### src/rtl/audio_pkg.sv
// =============================================================================
// Module   : audio_pkg
// Purpose  : Shared widths, stereo frame type and sample-format helper.
// Revision : 1.0
// =============================================================================
`default_nettype none

package audio_pkg;
  localparam int SAMPLE_W    = 16;
  localparam int FRAME_SLOTS = 32;
  localparam int FRAME_W     = 2 * SAMPLE_W;
  localparam int SLOT_W      = $clog2(FRAME_SLOTS);

  typedef struct packed {
    logic [SAMPLE_W-1:0] l;
    logic [SAMPLE_W-1:0] r;
  } stereo_frame_t;

  // Offset-binary to two's complement: flipping the MSB maps 0x8000 to zero.
  function automatic logic [SAMPLE_W-1:0] ob_to_tc(input logic [SAMPLE_W-1:0] x);
    return {~x[SAMPLE_W-1], x[SAMPLE_W-2:0]};
  endfunction
endpackage

`default_nettype wire

### src/rtl/i2s_audio_tx_if.sv
// =============================================================================
// Module   : i2s_audio_tx_if
// Purpose  : Stereo sample valid/ready channel from the mixer to the I2S sender.
// Revision : 1.0
// =============================================================================
`default_nettype none

interface i2s_audio_tx_if;
  import audio_pkg::*;

  logic [SAMPLE_W-1:0] sample_l;
  logic [SAMPLE_W-1:0] sample_r;
  logic                sample_valid;
  logic                sample_ready;

  modport master (output sample_l, output sample_r, output sample_valid, input sample_ready);
  modport slave  (input sample_l, input sample_r, input sample_valid, output sample_ready);
endinterface

`default_nettype wire

### src/rtl/i2s_clk_gen.sv
// =============================================================================
// Module   : i2s_clk_gen
// Purpose  : BCLK divider and 32-slot counter that drive all I2S timing.
// Revision : 1.0
// =============================================================================
`default_nettype none

module i2s_clk_gen
  import audio_pkg::*;
#(
  parameter int BCLK_HALF_DIV = 32
) (
  input  logic              clk,
  input  logic              rst_active_high,
  output logic              bclk_o,
  output logic              lrclk_next_o,
  output logic              fall_tick_o,
  output logic [SLOT_W-1:0] slot_o,
  output logic              frame_start_o
);
  localparam int              DIV_W   = (BCLK_HALF_DIV > 2) ? $clog2(BCLK_HALF_DIV) : 1;
  localparam logic [DIV_W-1:0] DIV_MAX = DIV_W'(BCLK_HALF_DIV - 1);

  logic [DIV_W-1:0]  div_cnt_q, div_cnt_d;
  logic              bclk_q, bclk_d;
  logic [SLOT_W-1:0] slot_q, slot_d;
  logic [SLOT_W-1:0] slot_inc;
  logic              half_tick;

  assign half_tick     = (div_cnt_q == DIV_MAX);
  assign fall_tick_o   = half_tick & bclk_q;
  assign slot_inc      = slot_q + SLOT_W'(1);
  // Upper half of the 32-slot frame is the right channel.
  assign lrclk_next_o  = slot_inc[SLOT_W-1];
  assign frame_start_o = fall_tick_o & (slot_q == '0);
  assign bclk_o        = bclk_q;
  assign slot_o        = slot_q;

  always_comb begin
    div_cnt_d = div_cnt_q + DIV_W'(1);
    bclk_d    = bclk_q;
    slot_d    = slot_q;
    if (half_tick) begin
      div_cnt_d = '0;
      bclk_d    = ~bclk_q;
    end
    if (fall_tick_o) begin
      slot_d = slot_inc;
    end
  end

  always_ff @(posedge clk) begin
    if (rst_active_high) begin
      div_cnt_q <= '0;
      bclk_q    <= 1'b0;
      slot_q    <= '0;
    end else begin
      div_cnt_q <= div_cnt_d;
      bclk_q    <= bclk_d;
      slot_q    <= slot_d;
    end
  end
endmodule

`default_nettype wire

### src/rtl/i2s_audio_tx.sv
// =============================================================================
// Module   : i2s_audio_tx
// Purpose  : Buffers one stereo frame and serialises it as an I2S stream.
// Revision : 1.0
// =============================================================================
`default_nettype none

module i2s_audio_tx
  import audio_pkg::*;
#(
  parameter int BCLK_HALF_DIV = 32
) (
  input  logic                 clk,
  input  logic                 rst_active_high,
  i2s_audio_tx_if.slave        sample_if,
  output logic                 i2s_bclk,
  output logic                 i2s_lrclk,
  output logic                 i2s_sdata,
  output logic                 frame_strobe,
  output logic                 underrun
);
  logic              lrclk_next;
  logic              fall_tick;
  logic              frame_start;
  logic [SLOT_W-1:0] slot;

  stereo_frame_t     hold_q, hold_d;
  logic              hold_full_q, hold_full_d;
  logic [FRAME_W-1:0] last_q, last_d;
  logic [FRAME_W-1:0] shift_q, shift_d;
  logic              lrclk_q, lrclk_d;
  logic              sdata_q, sdata_d;
  logic              strobe_q, strobe_d;
  logic              underrun_q, underrun_d;
  logic              accept;

  i2s_clk_gen #(
    .BCLK_HALF_DIV (BCLK_HALF_DIV)
  ) u_clk_gen (
    .clk             (clk),
    .rst_active_high (rst_active_high),
    .bclk_o          (i2s_bclk),
    .lrclk_next_o    (lrclk_next),
    .fall_tick_o     (fall_tick),
    .slot_o          (slot),
    .frame_start_o   (frame_start)
  );

  assign sample_if.sample_ready = ~rst_active_high & ~hold_full_q;
  assign accept                 = sample_if.sample_valid & ~hold_full_q;

  always_comb begin
    hold_d      = hold_q;
    hold_full_d = hold_full_q;
    last_d      = last_q;
    shift_d     = shift_q;
    lrclk_d     = lrclk_q;
    sdata_d     = sdata_q;
    strobe_d    = 1'b0;
    underrun_d  = 1'b0;

    if (fall_tick) begin
      lrclk_d = lrclk_next;
      if (frame_start) begin
        strobe_d = 1'b1;
        // Load decision uses the pre-edge holding state, so a same-cycle accept
        // is kept for the next frame while the previous frame repeats.
        if (hold_full_q) begin
          shift_d     = hold_q;
          last_d      = hold_q;
          hold_full_d = 1'b0;
        end else begin
          shift_d    = last_q;
          underrun_d = 1'b1;
        end
      end else begin
        shift_d = {shift_q[FRAME_W-2:0], 1'b0};
      end
      sdata_d = shift_d[FRAME_W-1];
    end

    if (accept) begin
      hold_d.l    = ob_to_tc(sample_if.sample_l);
      hold_d.r    = ob_to_tc(sample_if.sample_r);
      hold_full_d = 1'b1;
    end
  end

  always_ff @(posedge clk) begin
    if (rst_active_high) begin
      hold_q      <= '0;
      hold_full_q <= 1'b0;
      last_q      <= '0;
      shift_q     <= '0;
      lrclk_q     <= 1'b0;
      sdata_q     <= 1'b0;
      strobe_q    <= 1'b0;
      underrun_q  <= 1'b0;
    end else begin
      hold_q      <= hold_d;
      hold_full_q <= hold_full_d;
      last_q      <= last_d;
      shift_q     <= shift_d;
      lrclk_q     <= lrclk_d;
      sdata_q     <= sdata_d;
      strobe_q    <= strobe_d;
      underrun_q  <= underrun_d;
    end
  end

  assign i2s_lrclk    = lrclk_q;
  assign i2s_sdata    = sdata_q;
  assign frame_strobe = strobe_q;
  assign underrun     = underrun_q;

  logic unused_slot;
  assign unused_slot = ^slot;
endmodule

`default_nettype wire

### src/flat_wrapper.sv
// flat-port wrapper written by rule: the top's interface ports become plain ports
module i2s_audio_tx_flat import audio_pkg::*;
#(
  parameter int BCLK_HALF_DIV = 32
)
  (clk, rst_active_high, i2s_bclk, i2s_lrclk, i2s_sdata, frame_strobe, underrun, sample_if_sample_l, sample_if_sample_r, sample_if_sample_valid, sample_if_sample_ready);
  i2s_audio_tx_if sample_if_i ();
  input  logic clk;
  input  logic rst_active_high;
  output logic i2s_bclk;
  output logic i2s_lrclk;
  output logic i2s_sdata;
  output logic frame_strobe;
  output logic underrun;
  input wire logic [$bits(sample_if_i.sample_l)-1:0] sample_if_sample_l;
  input wire logic [$bits(sample_if_i.sample_r)-1:0] sample_if_sample_r;
  input wire logic [$bits(sample_if_i.sample_valid)-1:0] sample_if_sample_valid;
  output wire logic [$bits(sample_if_i.sample_ready)-1:0] sample_if_sample_ready;
  assign sample_if_i.sample_l = sample_if_sample_l;
  assign sample_if_i.sample_r = sample_if_sample_r;
  assign sample_if_i.sample_valid = sample_if_sample_valid;
  assign sample_if_sample_ready = sample_if_i.sample_ready;
  i2s_audio_tx #(.BCLK_HALF_DIV(BCLK_HALF_DIV)) u_core (.clk(clk), .rst_active_high(rst_active_high), .sample_if(sample_if_i), .i2s_bclk(i2s_bclk), .i2s_lrclk(i2s_lrclk), .i2s_sdata(i2s_sdata), .frame_strobe(frame_strobe), .underrun(underrun));
endmodule
### config.mk
export PLATFORM = sky130hd
export DESIGN_NAME = i2s_audio_tx_flat
export DESIGN_NICKNAME = d
export VERILOG_FILES = /design/src/rtl/audio_pkg.sv /design/src/rtl/i2s_audio_tx_if.sv /design/src/rtl/i2s_clk_gen.sv /design/src/rtl/i2s_audio_tx.sv /design/src/flat_wrapper.sv
export SDC_FILE = /design/constraint.sdc
export NUM_CORES = 1
export LEC_CHECK = 0
export ABC_AREA = 1
export CORE_UTILIZATION = 61
export CTS_CLUSTER_DIAMETER = 120
export DETAILED_ROUTE_END_ITERATION = 7
export PLACE_DENSITY_LB_ADDON = 0.2
export SYNTH_ARGS = -nofsm -noshare
export SYNTH_HDL_FRONTEND = slang
export SYNTH_SLANG_ARGS = --single-unit
### constraint.sdc
create_clock -name clk -period 5.2 [get_ports clk]
set_input_delay 0.52 -clock clk [delete_from_list [all_inputs] [get_ports clk]]
set_output_delay 0.52 -clock clk [all_outputs]
set_load 0.02 [all_outputs]
After elaboration in Yosys (flattened, before gate mapping)

Cells that the tools add are included.

Bits in latches: 0
Memory bits (read-only): 0
Bits in registers: 111
Memory bits (writable): 0
Input port bits: 35
Word-level logic and storage cells: 41
Memories: 0

Equality and inequality tests: 1
Bitwise operators: 11
Shift-type cells: 0
Div/mod/pow operators: 0
$lt $le $gt $ge: 0
Multipliers: 0
$add $sub $neg: 2
Reductions and logical operators: 8
Multiplexer cells: 7

Operators with widths:

| cell                  | number |
|---|---|
| $mux W32              | 2 |
| $add A5 B1 Y5 const B | 2 |
| $not A1 Y1            | 7 |
| $eq A5 B5 Y1 const B  | 1 |
| $logic_not A5 Y1      | 1 |
| $mux W1               | 5 |
| $and A1 B1 Y1         | 4 |
| $reduce_and A2 Y1     | 2 |
| $reduce_bool A2 Y1    | 2 |
| $reduce_or A2 Y1      | 2 |
| $reduce_or A3 Y1      | 1 |

Logic depth before layout (Yosys ltp)

Word-level depth: 6
Mapped depth: 11
Gate-level depth less buffers: 11

Modules after synthesis

A second synthesis with hierarchy kept.

Cell total of the unflattened synthesis: 666
Area total of the unflattened synthesis: 4675.7 µm²

By module, submodules not included:

| module       | cells an instance | instances | seq. area each (µm²) | area each (µm²) |
|---|---|---|---|---|
| i2s_audio_tx | 603               | 1         | 2001.9               | 4174.0 |
| i2s_clk_gen  | 63                | 1         | 220.2                | 501.7 |

Least setup slack after synthesis

OpenSTA, ideal clock, no wires.

Path type: register to register
From: register u_core.u_clk_gen.div_cnt_q[0]
To: register u_core.last_q[23]
Stages on the path, launching flop included: 12
Period minus slack after synthesis: 1664 ps
Arrival time: 1531 ps
Setup time: 132 ps
Setup slack: 3536 ps
Cell sequence: dfxtp_1 -> ha_1 -> nand2_1 -> nor2_1 -> ha_1 -> nand2_1 -> nor2_4 -> nand2_2 -> buf_6 -> buf_4 -> nand2_1 -> a21oi_1

Word-level cells in the longest chain between the ends: 4

RTL lines:

| what                            | RTL line            | text |
|---|---|---|
| from (decl)                     | i2s_clk_gen.sv:24   | `logic [DIV_W-1:0] div_cnt_q, div_cnt_d;` |
| from (signal assigned)          | i2s_clk_gen.sv:58   | `div_cnt_q <= div_cnt_d;` |
| $eq A5 B5 Y1 (*)                | i2s_clk_gen.sv:30   | `assign half_tick = (div_cnt_q == DIV_MAX);` |
| $and A1 B1 Y1 (*)               | i2s_clk_gen.sv:31   | `assign fall_tick_o = half_tick & bclk_q;` |
| $and A1 B1 Y1                   | i2s_clk_gen.sv:35   | `assign frame_start_o = fall_tick_o & (slot_q == '0);` |
| $reduce_and A2 Y1 (no line) (*) | n/a                 |  |
| to (signal assigned)            | i2s_audio_tx.sv:102 | `last_q <= last_d;` |
| to (decl)                       | i2s_audio_tx.sv:29  | `logic [FRAME_W-1:0] last_q, last_d;` |

Every way passes the cells marked *; elsewhere a longest branch is shown, timed or not.
A chain may end at the register's enable or synchronous reset.

Worst setup path in the final report

From: register u_core.u_clk_gen.div_cnt_q[0]
To: register u_core.shift_q[15]

Word-level cells in the longest chain between the ends: 4

RTL lines:

| what                 | RTL line            | text |
|---|---|---|
| $eq A5 B5 Y1 (*)     | i2s_clk_gen.sv:30   |  |
| $and A1 B1 Y1 (*)    | i2s_clk_gen.sv:31   |  |
| $and A1 B1 Y1        | i2s_clk_gen.sv:35   |  |
| $mux W32             | i2s_audio_tx.sv:64  | `if (frame_start) begin` |
| to (signal assigned) | i2s_audio_tx.sv:103 | `shift_q <= shift_d;` |
| to (decl)            | i2s_audio_tx.sv:30  | `logic [FRAME_W-1:0] shift_q, shift_d;` |

Marks and branches as above.

==> results_dict.tcl <==
set metrics [dict create \
    avgSynthCellArea_um2 7.20 \
    portBuffers 40 \
    n_fill_cell 618 \
    finalSetupViolCount 0 \
    top_layer "met4" \
    die_y_um 88.3 \
    wl_mm 9.72 \
    root_buffer "clkbuf_8" \
    worst_pin_slew_ps 901 \
    fmax_mhz 343 \
    cp_max_fo 40 \
    netlist_area_um2 4540 \
    synth-seq-cells 110 \
    die_w_um 88.3 \
    ant_nets 0 \
    place_area_um2 4880 \
    critPathSlowestCell "nand2_2" \
    outcome "complete, no violations" \
    arrival_ps 3200 \
    hp-class "reg2reg" \
    vias 4087 \
    core_um2 7210 \
    period_minus_slack_ps 2920 \
    synth.distinct_cells 24 \
    cp-startpoint "u_core.u_clk_gen.div_cnt_q[0]$_SDFF_PP0_" \
    wl_met2_mm 4.83 \
    layout_common_cells "nand2_1, dfxtp_1, a21oi_1" \
    diodes 0 \
    cts_sinks 110 \
    final_common_cell "nand2_1" \
    ctsHoldBuffers 0 \
    initial_core_util 0.629 \
    rrSetupSlack_ps 2280 \
    rr_worst_depth 12 \
    skew_ps 6.09 \
    cp_num_cells 12 \
    grt_pass1_vias 3736 \
    cts_tree "done" \
    peakVddDrop_mv 0.212 \
    r2r_start "u_core.u_clk_gen.div_cnt_q[0]$_SDFF_PP0_" \
    dieArea_um2 7790 \
    fin_nets 681 \
    areaGrowthSynthToFinish_pct 12.5 \
    dp_slack_ps 2330 \
    fin_hold_ws_ps 451 \
    path_cells "ha_1 > nand2_1 > nor2_1 > ha_1 > nand2_1 > buf_4 > nor2_4 > buf_4 > nand2_2 > buf_4 > nand2_1 > a21oi_1" \
    critPathKind "reg2reg" \
    grt_max_degree 43 \
    met1_length_mm 4.30 \
    cts-resized-gates 0 \
    track_usage 0.263 \
    fp-row-count 31 \
    route.detailed.drc 0 \
    first_iter_violations 222 \
    crit_path_end_kind "flip-flop" \
    period_share 0.561 \
    cp.buffers_inverters 3 \
    yosysWarnings 0 \
    critPathLaunchType "flip-flop" \
    slew_violations 0 \
    final-hold-violation-count 0 \
    antenna_found_initial 0 \
    cp_top_family "buffers and inverters" \
    synthesis.nets 669 \
    ys_seq_area_frac 0.485 \
    gp_congestion 0.741 \
    clk_path_buf_depth 2 \
    clk_latency_ps 360 \
    rsz0062_at_grt "no" \
    max_stage_delay_ps 480 \
    hpwl_mm 5.74 \
    power.static_leakage_nw 2.01 \
    post_drt_wl_per_cell_um 13.0 \
    clk_pin_slew_worst_paths_ps 90 \
    rr_endpoint "u_core.shift_q[15]$_SDFFE_PP0P_" \
    grt_pass1_wl_mm 16.4 \
    drive_gt1_frac 0.0495 \
    setup_ws_ps 2280 \
    endpoint "u_core.shift_q[15]$_SDFFE_PP0P_" \
    required_ps 5490 \
    ctsHtreeMaxLevel 3 \
    final_area_um2 5110 \
    postSynthCellCount 630 \
    cap_violations 0 \
    grt-ovfl-total 0 \
    slew_headroom 0.398 \
    route.met3.wl_um 479 \
    cts_made_buffers 9 \
    tns_ps 0 \
    ios 41 \
    viasPerCell 5.49 \
    drt-pass1-iter-count 5 \
    p_per_area_nw_per_um2 305 \
    cts_setup_buffers 0 \
]
cells by family after synthesis:
family          Yosys count  share of synthesized area
compound gates          169                      0.187
fa+ha+maj                 4                     0.0110
buf+inv                  59                     0.0623
flops                   110                      0.485
simple gates            288                      0.254
layout make-up:
type | count | area (um2) | share of cell area
clock buffer | 12 | 155 | 0.0304
clock inverter | 3 | 67.6 | 0.0132
inverter | 12 | 45.0 | 0.00882
multi-input combinational | 461 | 2050 | 0.402
sequential | 110 | 2200 | 0.431
tap | 99 | 124 | 0.0243
timing repair buffer | 48 | 460 | 0.0902
state kept, by name, summed over array words and instances, names as in the netlist:
signal                      count
u_core.frame_strobe             1
u_core.hold_full_q              1
u_core.hold_q                  32
u_core.i2s_lrclk                1
u_core.i2s_sdata                1
u_core.last_q                  32
u_core.shift_q                 31
u_core.u_clk_gen.bclk_o         1
u_core.u_clk_gen.div_cnt_q      5
u_core.u_clk_gen.slot_o         4
u_core.underrun                 1
per-layer routing:
metal  track usage  vias to the layer above
li1              -                     2077
met1         0.323                     1883
met2         0.473                      114
met3        0.0457                       13
met4        0.0748                        0
met5             0                        -
cell usage after synthesis (all sizes together):
cell type  instances  area [um2]
clkbuf            14        53.8
nor2              76         295
dfxtp            110        2200
ha                 4        50.1
or2                1        6.26
nor3               3        20.0
inv               12        45.0
nand3             35         175
o21ai             66         330
nor3b              1        7.51
buf               33         184
nand2            172         651
o21bai             1        7.51
a21oi            102         510
stage by stage:
| stage | total power, mW | util | std cells |
|---|---|---|---|
| 2_1_floorplan | 0.966 | - | 630 |
| 3_3_place_gp | 1.01 | 0.677 | 730 |
| 3_5_place_dp | 1.01 | 0.677 | 730 |
| 4_1_cts | 1.57 | 0.708 | 745 |
| 5_1_grt | 1.61 | 0.708 | 745 |
| 6_report | 1.56 | 0.708 | 745 |
worst min path at each step:
stage | cells after the start | from | slack [ps] | endpoint
6_report | 1 | u_core.u_clk_gen.div_cnt_q[0]$_SDFF_PP0_ | 450 | u_core.u_clk_gen.div_cnt_q[0]$_SDFF_PP0_
5_1_grt | 2 | u_core.last_q[4]$_SDFFE_PP0P_ | 480 | u_core.last_q[4]$_SDFFE_PP0P_
4_1_cts | 1 | u_core.u_clk_gen.div_cnt_q[0]$_SDFF_PP0_ | 450 | u_core.u_clk_gen.div_cnt_q[0]$_SDFF_PP0_
3_5_place_dp | 1 | u_core.u_clk_gen.div_cnt_q[0]$_SDFF_PP0_ | 440 | u_core.u_clk_gen.div_cnt_q[0]$_SDFF_PP0_
3_3_place_gp | 1 | u_core.u_clk_gen.div_cnt_q[0]$_SDFF_PP0_ | 430 | u_core.u_clk_gen.div_cnt_q[0]$_SDFF_PP0_
2_1_floorplan | 1 | u_core.u_clk_gen.div_cnt_q[0]$_SDFF_PP0_ | 420 | u_core.u_clk_gen.div_cnt_q[0]$_SDFF_PP0_
power breakdown:
part | internal [mW] | leakage (nW) | total, mW | switching [mW]
logic | 0.0469 | 1.01 | 0.113 | 0.0656
clock network | 0.296 | 0.109 | 0.566 | 0.270
registers | 0.865 | 0.894 | 0.877 | 0.0116
Note: power is estimated with default switching activity, not from simulation.
